--- src/rtl/pipelined_ctrl_unit.sv ---
// Registered RV32IM decode/control stage with valid/ready handshakes and a hold FSM for M-extension ops.
// Optional CSR decoding (opcode 1110011) is enabled by defining the macro ZICSR_EN.
module pipelined_ctrl_unit #(
  parameter int ILEN           = 32,
  parameter int ALUSEL_W       = 5,
  parameter int MULDIV_LATENCY = 4
) (
  input  logic                clk,
  input  logic                rst,
  input  logic                in_valid,
  output logic                in_ready,
  input  logic [ILEN-1:0]     instruction,
  input  logic                flush_in,
  output logic                out_valid,
  input  logic                out_ready,
  output logic                regWEn,
  output logic                MemRW,
  output logic                memRead,
  output logic                BSel,
  output logic                ASel,
  output logic                BrUn,
  output logic                branch,
  output logic                is_jalr,
  output logic                flush,
  output logic                trapReq,
  output logic                illegal,
  output logic                busy,
  output logic [1:0]          WBSel,
  output logic [ALUSEL_W-1:0] ALUSel,
  output logic [2:0]          csr_op
);

  localparam int CNT_W = (MULDIV_LATENCY < 2) ? 1 : $clog2(MULDIV_LATENCY + 1);

  localparam logic [6:0] OP_R     = 7'b0110011;
  localparam logic [6:0] OP_I     = 7'b0010011;
  localparam logic [6:0] OP_LOAD  = 7'b0000011;
  localparam logic [6:0] OP_STORE = 7'b0100011;
  localparam logic [6:0] OP_BR    = 7'b1100011;
  localparam logic [6:0] OP_JAL   = 7'b1101111;
  localparam logic [6:0] OP_JALR  = 7'b1100111;
  localparam logic [6:0] OP_LUI   = 7'b0110111;
  localparam logic [6:0] OP_AUIPC = 7'b0010111;
  localparam logic [6:0] OP_SYS   = 7'b1110011;

  localparam logic [ALUSEL_W-1:0] ALU_ADD    = ALUSEL_W'(5'b00000);
  localparam logic [ALUSEL_W-1:0] ALU_SUB    = ALUSEL_W'(5'b00001);
  localparam logic [ALUSEL_W-1:0] ALU_AND    = ALUSEL_W'(5'b00010);
  localparam logic [ALUSEL_W-1:0] ALU_OR     = ALUSEL_W'(5'b00011);
  localparam logic [ALUSEL_W-1:0] ALU_XOR    = ALUSEL_W'(5'b00100);
  localparam logic [ALUSEL_W-1:0] ALU_SLL    = ALUSEL_W'(5'b00101);
  localparam logic [ALUSEL_W-1:0] ALU_SRL    = ALUSEL_W'(5'b00110);
  localparam logic [ALUSEL_W-1:0] ALU_SRA    = ALUSEL_W'(5'b00111);
  localparam logic [ALUSEL_W-1:0] ALU_SLT    = ALUSEL_W'(5'b01000);
  localparam logic [ALUSEL_W-1:0] ALU_SLTU   = ALUSEL_W'(5'b01001);
  localparam logic [ALUSEL_W-1:0] ALU_LUI    = ALUSEL_W'(5'b01010);
  localparam logic [ALUSEL_W-1:0] ALU_MUL    = ALUSEL_W'(5'b01011);
  localparam logic [ALUSEL_W-1:0] ALU_MULH   = ALUSEL_W'(5'b01100);
  localparam logic [ALUSEL_W-1:0] ALU_MULHSU = ALUSEL_W'(5'b01101);
  localparam logic [ALUSEL_W-1:0] ALU_MULHU  = ALUSEL_W'(5'b01110);
  localparam logic [ALUSEL_W-1:0] ALU_DIV    = ALUSEL_W'(5'b01111);
  localparam logic [ALUSEL_W-1:0] ALU_DIVU   = ALUSEL_W'(5'b10000);
  localparam logic [ALUSEL_W-1:0] ALU_REM    = ALUSEL_W'(5'b10001);
  localparam logic [ALUSEL_W-1:0] ALU_REMU   = ALUSEL_W'(5'b10010);

  typedef struct packed {
    logic                regWEn;
    logic                MemRW;
    logic                memRead;
    logic                BSel;
    logic                ASel;
    logic                BrUn;
    logic                branch;
    logic                is_jalr;
    logic                flush;
    logic                trapReq;
    logic                illegal;
    logic [1:0]          WBSel;
    logic [ALUSEL_W-1:0] ALUSel;
    logic [2:0]          csr_op;
  } ctrl_t;

  typedef enum logic {IDLE, MD_WAIT} state_t;

  state_t           state_reg;
  logic [CNT_W-1:0] cnt_reg;
  logic             out_valid_reg;
  ctrl_t            word_reg;
  ctrl_t            dec;
  logic             ill;
  logic             is_m_op;
  logic             accept;

  logic [6:0] opcode;
  logic [2:0] funct3;
  logic [6:0] funct7;

  assign opcode  = instruction[6:0];
  assign funct3  = instruction[14:12];
  assign funct7  = instruction[31:25];
  assign is_m_op = (opcode == OP_R) && (funct7 == 7'b0000001);

  always_comb begin
    dec = '0;
    ill = 1'b0;
    case (opcode)
      OP_R: begin
        dec.regWEn = 1'b1;
        dec.WBSel  = 2'b01;
        if (funct7 == 7'b0000001) begin
          case (funct3)
            3'b000:  dec.ALUSel = ALU_MUL;
            3'b001:  dec.ALUSel = ALU_MULH;
            3'b010:  dec.ALUSel = ALU_MULHSU;
            3'b011:  dec.ALUSel = ALU_MULHU;
            3'b100:  dec.ALUSel = ALU_DIV;
            3'b101:  dec.ALUSel = ALU_DIVU;
            3'b110:  dec.ALUSel = ALU_REM;
            default: dec.ALUSel = ALU_REMU;
          endcase
        end else if (funct7 == 7'b0000000) begin
          case (funct3)
            3'b000:  dec.ALUSel = ALU_ADD;
            3'b001:  dec.ALUSel = ALU_SLL;
            3'b010:  dec.ALUSel = ALU_SLT;
            3'b011:  dec.ALUSel = ALU_SLTU;
            3'b100:  dec.ALUSel = ALU_XOR;
            3'b101:  dec.ALUSel = ALU_SRL;
            3'b110:  dec.ALUSel = ALU_OR;
            default: dec.ALUSel = ALU_AND;
          endcase
        end else if (funct7 == 7'b0100000 && funct3 == 3'b000) begin
          dec.ALUSel = ALU_SUB;
        end else if (funct7 == 7'b0100000 && funct3 == 3'b101) begin
          dec.ALUSel = ALU_SRA;
        end else begin
          ill = 1'b1;
        end
      end
      OP_I: begin
        dec.regWEn = 1'b1;
        dec.BSel   = 1'b1;
        dec.WBSel  = 2'b01;
        case (funct3)
          3'b000: dec.ALUSel = ALU_ADD;
          3'b010: dec.ALUSel = ALU_SLT;
          3'b011: dec.ALUSel = ALU_SLTU;
          3'b100: dec.ALUSel = ALU_XOR;
          3'b110: dec.ALUSel = ALU_OR;
          3'b111: dec.ALUSel = ALU_AND;
          3'b001: begin
            dec.ALUSel = ALU_SLL;
            ill        = (funct7 != 7'b0000000);
          end
          default: begin
            // Shift-right immediates: funct7 selects logical vs arithmetic.
            if (funct7 == 7'b0000000)      dec.ALUSel = ALU_SRL;
            else if (funct7 == 7'b0100000) dec.ALUSel = ALU_SRA;
            else                           ill        = 1'b1;
          end
        endcase
      end
      OP_LOAD: begin
        dec.regWEn  = 1'b1;
        dec.memRead = 1'b1;
        dec.BSel    = 1'b1;
        ill         = (funct3 == 3'b011) || (funct3 == 3'b110) || (funct3 == 3'b111);
      end
      OP_STORE: begin
        dec.MemRW = 1'b1;
        dec.BSel  = 1'b1;
        ill       = funct3[2] || (funct3 == 3'b011);
      end
      OP_BR: begin
        dec.branch = 1'b1;
        dec.ASel   = 1'b1;
        dec.BSel   = 1'b1;
        dec.BrUn   = funct3[2] & funct3[1];
        ill        = (funct3 == 3'b010) || (funct3 == 3'b011);
      end
      OP_JAL: begin
        dec.regWEn = 1'b1;
        dec.ASel   = 1'b1;
        dec.BSel   = 1'b1;
        dec.WBSel  = 2'b10;
        dec.flush  = 1'b1;
      end
      OP_JALR: begin
        dec.regWEn  = 1'b1;
        dec.BSel    = 1'b1;
        dec.WBSel   = 2'b10;
        dec.flush   = 1'b1;
        dec.is_jalr = 1'b1;
        ill         = (funct3 != 3'b000);
      end
      OP_LUI: begin
        dec.regWEn = 1'b1;
        dec.BSel   = 1'b1;
        dec.WBSel  = 2'b01;
        dec.ALUSel = ALU_LUI;
      end
      OP_AUIPC: begin
        dec.regWEn = 1'b1;
        dec.ASel   = 1'b1;
        dec.BSel   = 1'b1;
        dec.WBSel  = 2'b01;
      end
      OP_SYS: begin
        // Only the exact ECALL (0x00000073) and EBREAK (0x00100073) words trap without being illegal.
        if (funct3 == 3'b000) begin
          if (instruction[31:7] == 25'h0000000 || instruction[31:7] == 25'h0002000) dec.trapReq = 1'b1;
          else                                                                       ill         = 1'b1;
        end
`ifdef ZICSR_EN
        else if (funct3 != 3'b100) begin
          dec.regWEn = 1'b1;
          dec.WBSel  = 2'b11;
          dec.csr_op = funct3;
          dec.ALUSel = '1;
        end
`endif
        else begin
          ill = 1'b1;
        end
      end
      default: ill = 1'b1;
    endcase
    if (ill) begin
      dec         = '0;
      dec.trapReq = 1'b1;
      dec.illegal = 1'b1;
      dec.ALUSel  = '1;
    end
  end

  assign in_ready = !rst && !flush_in && (state_reg == IDLE) && (!out_valid_reg || out_ready);
  assign accept   = in_valid && in_ready;

  always_ff @(posedge clk) begin
    if (rst) begin
      state_reg     <= IDLE;
      cnt_reg       <= '0;
      out_valid_reg <= 1'b0;
      word_reg      <= '0;
    end else if (flush_in) begin
      state_reg     <= IDLE;
      cnt_reg       <= '0;
      out_valid_reg <= 1'b0;
    end else begin
      case (state_reg)
        IDLE: begin
          if (accept) begin
            word_reg <= dec;
            if (is_m_op && MULDIV_LATENCY > 1) begin
              state_reg     <= MD_WAIT;
              cnt_reg       <= CNT_W'(MULDIV_LATENCY - 1);
              out_valid_reg <= 1'b0;
            end else begin
              out_valid_reg <= 1'b1;
            end
          end else if (out_ready) begin
            out_valid_reg <= 1'b0;
          end
        end
        MD_WAIT: begin
          if (cnt_reg == CNT_W'(1)) begin
            state_reg     <= IDLE;
            cnt_reg       <= '0;
            out_valid_reg <= 1'b1;
          end else begin
            cnt_reg <= cnt_reg - CNT_W'(1);
          end
        end
        default: state_reg <= IDLE;
      endcase
    end
  end

  assign busy      = (state_reg == MD_WAIT);
  assign out_valid = out_valid_reg;
  assign regWEn    = word_reg.regWEn;
  assign MemRW     = word_reg.MemRW;
  assign memRead   = word_reg.memRead;
  assign BSel      = word_reg.BSel;
  assign ASel      = word_reg.ASel;
  assign BrUn      = word_reg.BrUn;
  assign branch    = word_reg.branch;
  assign is_jalr   = word_reg.is_jalr;
  assign flush     = word_reg.flush;
  assign trapReq   = word_reg.trapReq;
  assign illegal   = word_reg.illegal;
  assign WBSel     = word_reg.WBSel;
  assign ALUSel    = word_reg.ALUSel;
  assign csr_op    = word_reg.csr_op;

endmodule

--- config.mk ---
export PLATFORM = sky130hd
export DESIGN_NAME = pipelined_ctrl_unit
export DESIGN_NICKNAME = d
export VERILOG_FILES = /design/src/rtl/pipelined_ctrl_unit.sv
export SDC_FILE = /design/constraint.sdc
export NUM_CORES = 1
export LEC_CHECK = 0
export ABC_AREA = 1
export CAP_MARGIN = 20
export CORE_MARGIN = 2
export CORE_UTILIZATION = 45
export CTS_CLUSTER_DIAMETER = 200
export DETAILED_ROUTE_END_ITERATION = 8
export PLACE_DENSITY_LB_ADDON = 0.3
export SLEW_MARGIN = 25
export SYNTH_ARGS = -nofsm -noshare
export SYNTH_HDL_FRONTEND = slang
export SYNTH_SLANG_ARGS = --single-unit
--- constraint.sdc ---
create_clock -name clk -period 1.9 [get_ports clk]
set_input_delay 0.38 -clock clk [delete_from_list [all_inputs] [get_ports clk]]
set_output_delay 0.38 -clock clk [all_outputs]
set_load 0.005 [all_outputs]
==> metrics <==
diodes inserted=0; CTS tree=yes; CTS root buf=clkbuf_8; post-synth design cell area=1730 sq um; Overflow after GRT=0; Routed Antenna Nets=0; Overall Global Routing Usage=23.3%; Reg clk slew, reported paths=70 ps; placed wire-length estimate=3.84 mm; Routed Wire Length=5.11 mm; DP Worst Slack=-280 ps; Crit Reg-Reg Endpoint=memRead$_SDFFE_PP0P_; r2r worst-path depth=7; CP Depth=13; status=finished, final reports clean; Post-layout nets=433; Die ar.=4350 sq um; hold depth=2; Power per Cell Area=407 nW/um^2; Worst path slowest cell=clkdlybuf4s50_1; Clock Skew=11.4 ps; Std-Cell Core Area=3660 sq um; number of global-route vias before repair=2001; drt pass-1 iters=4; Yosys warning count=0; Tmin final=1830 ps; CP Data Arrival Time=2010 ps; Crit path required time=2080 ps; WHS Endpoint=MemRW$_SDFFE_PP0P_; largest net degree at the start of global routing=16; Clock Sinks=22; worst vdd ir=495 uV; starting density of the core=47.1%; final worst setup slack=69.6 ps; Synth top cells by count=67 x nand2_1, 50 x inv_1, 45 x nor2_1; Setup CP Type=in2reg; clock buffer depth=2; Fmax=0.546 GHz; Yosys reg bits=22; Port Buffers=56; post-layout util=79.9%; IO Pins=61; crit path cell chain=clkdlybuf4s50_1 > inv_1 > nand2_1 > nor2_1 > nand2_1 > nor2_1 > nand2_1 > nand2_2 > nand3_2 > nor2_4 > buf_12 > nand4_1 > a21oi_1; reg-to-reg slack, setup=420 ps; first-pass GRT wire length=8.08 mm; Row Count=22; TritonCTS buffer count=3; DIE HEIGHT=65.9 microns; Synth Area per Inst=6.01 sq um; hold path startpoint=MemRW$_SDFFE_PP0P_; RePlAce Congestion=0.848; CP bufs+invs=3; H-tree Lvls=1; Avg Vias per Cell=4.92; Area Overhead vs Synth=69.5%; max reg flops=5; antenna violations before repair=0; LEAKAGE=0.00150 uW; Crit path top cell by count=nand2_1; Worst setup SP type=input port; Cells after Synth=287; CP max stage delay=440 ps; Die X=65.9 microns; Synth area leaders=dfxtp_1 26%, nand2_1 15%, inv_1 11%; hold slack=464 ps; TNS Setup=0 ps; post-synth cell types=33; Max-cap violations=0; Clk Latency, worst-skew pair=260 ps; routed vias=2168; share of post-route cells with drive strength above 1=29.0%; fin crit share=96.3%; Reg-to-Reg Start=busy$_SDFF_PP0_; Layout fillers=255; asr flop ratio synth=0%; Final setup viols=0; CP delay by family, top=simple AND/OR/NAND/NOR gates; ys flop type=dfxtp_1; Yosys top cell area share=25.5%; register area share after synthesis=25.5%; Crit. End Element=register; EDFF count, synth=0; critical path fanouts, max=8; drc violations=0; top-count cell post-synth=nand2_1; largest area contributor in the netlist=dfxtp_1; Slew Limit Fails=0; Hold Path Class=reg2reg; DR WL/cell=11.6 microns; Fin. Hold Viols=0; drt first-iter violations=102
-- cell families after synthesis --
logic type                 count (synthesis)  share of synthesized area [%]
AOI/OAI and AO/OA                         41                           14.6
buffers and inverters                     62                           16.0
and+or+nand+nor                          158                           41.7
xor gates and xnor gates                   1                          0.508
DFF                                       22                           25.5
adders and majority gates                  2                           1.45
other                                      1                          0.217
-- worst max path at each step --
stage | startpoint | end | slack (ps)
5_1_grt | instruction[21] | MemRW$_SDFFE_PP0P_ | -30
3_3_place_gp | rst | in_ready | -260
2_1_floorplan | instruction[14] | ALUSel[3]$_SDFFE_PP0P_ | 300
4_1_cts | instruction[25] | ALUSel[2]$_SDFFE_PP0P_ | 6
3_5_place_dp | rst | in_ready | -280
6_report | instruction[21] | memRead$_SDFFE_PP0P_ | 70
-- placed cells by master (no fill, tap or decap), types with 3 or more instances in the layout --
master	n
dfxtp_1	22
buf_4	49
nand3_2	5
nand2_1	55
o21ai_0	4
a21oi_1	21
nand3_1	18
nor2_2	12
inv_2	11
nand4_1	7
dlymetal6s2s_1	17
nor2_4	6
inv_1	41
nor2_1	36
o21ai_1	6
clkbuf_8	3
conb_1	3
clkdlybuf4s50_1	38
nand2_2	12
-- through the flow --
| step | cells | area, sq um | total power, uW |
|---|---|---|---|
| after floorplan | 289 | 1730 | 594 |
| after global placement | 433 | 2670 | 748 |
| after detailed placement | 433 | 2670 | 755 |
| after CTS | 437 | 2750 | 1180 |
| after global routing | 441 | 2930 | 1250 |
| final | 441 | 2930 | 1190 |
-- where the power goes --
part,switching (uW),internal [uW]
combinational,133,158
clock,143,281
sequential,5.06,470
total,280,909
-- timing repair --
action / 4_1_cts / 5_1_grt
gates resized for setup: 2 / 62
hold buffers: 0 / 0
endpoints found under the setup margin: 1 / 21
buffers inserted: 0 / 4
pin swaps: 0 / 27
-- cell type report --
| cell class | instances | area, sq um | share of cell area [%] |
|---|---|---|---|
| Multi-Input combinational cell | 205 | 1120 | 38.3 |
| Timing Repair Buffer | 109 | 1030 | 35.2 |
| Sequential cell | 22 | 440 | 15.1 |
| Inverter | 53 | 204 | 6.97 |
| Tap cell | 48 | 60.1 | 2.05 |
| Clock buffer | 3 | 41.3 | 1.41 |
| Clock inverter | 1 | 30.0 | 1.03 |
-- worst reg2reg max path, stage by stage, from the launching register on --
cell and delay [ps]:
dfxtp_1 420, a211oi_4 270, buf_4 150, nand2_4 60, clkinv_4 100, buf_4 140
nand4_1 90, a21oi_1 150
-- metal layers --
metal	wire [microns]	global-route usage (%)
met1	2110	27.7
met2	2620	42.4
met5	0	0
met3	278	4.09
met4	91	6.51
Note: power is estimated with default switching activity, not from simulation.
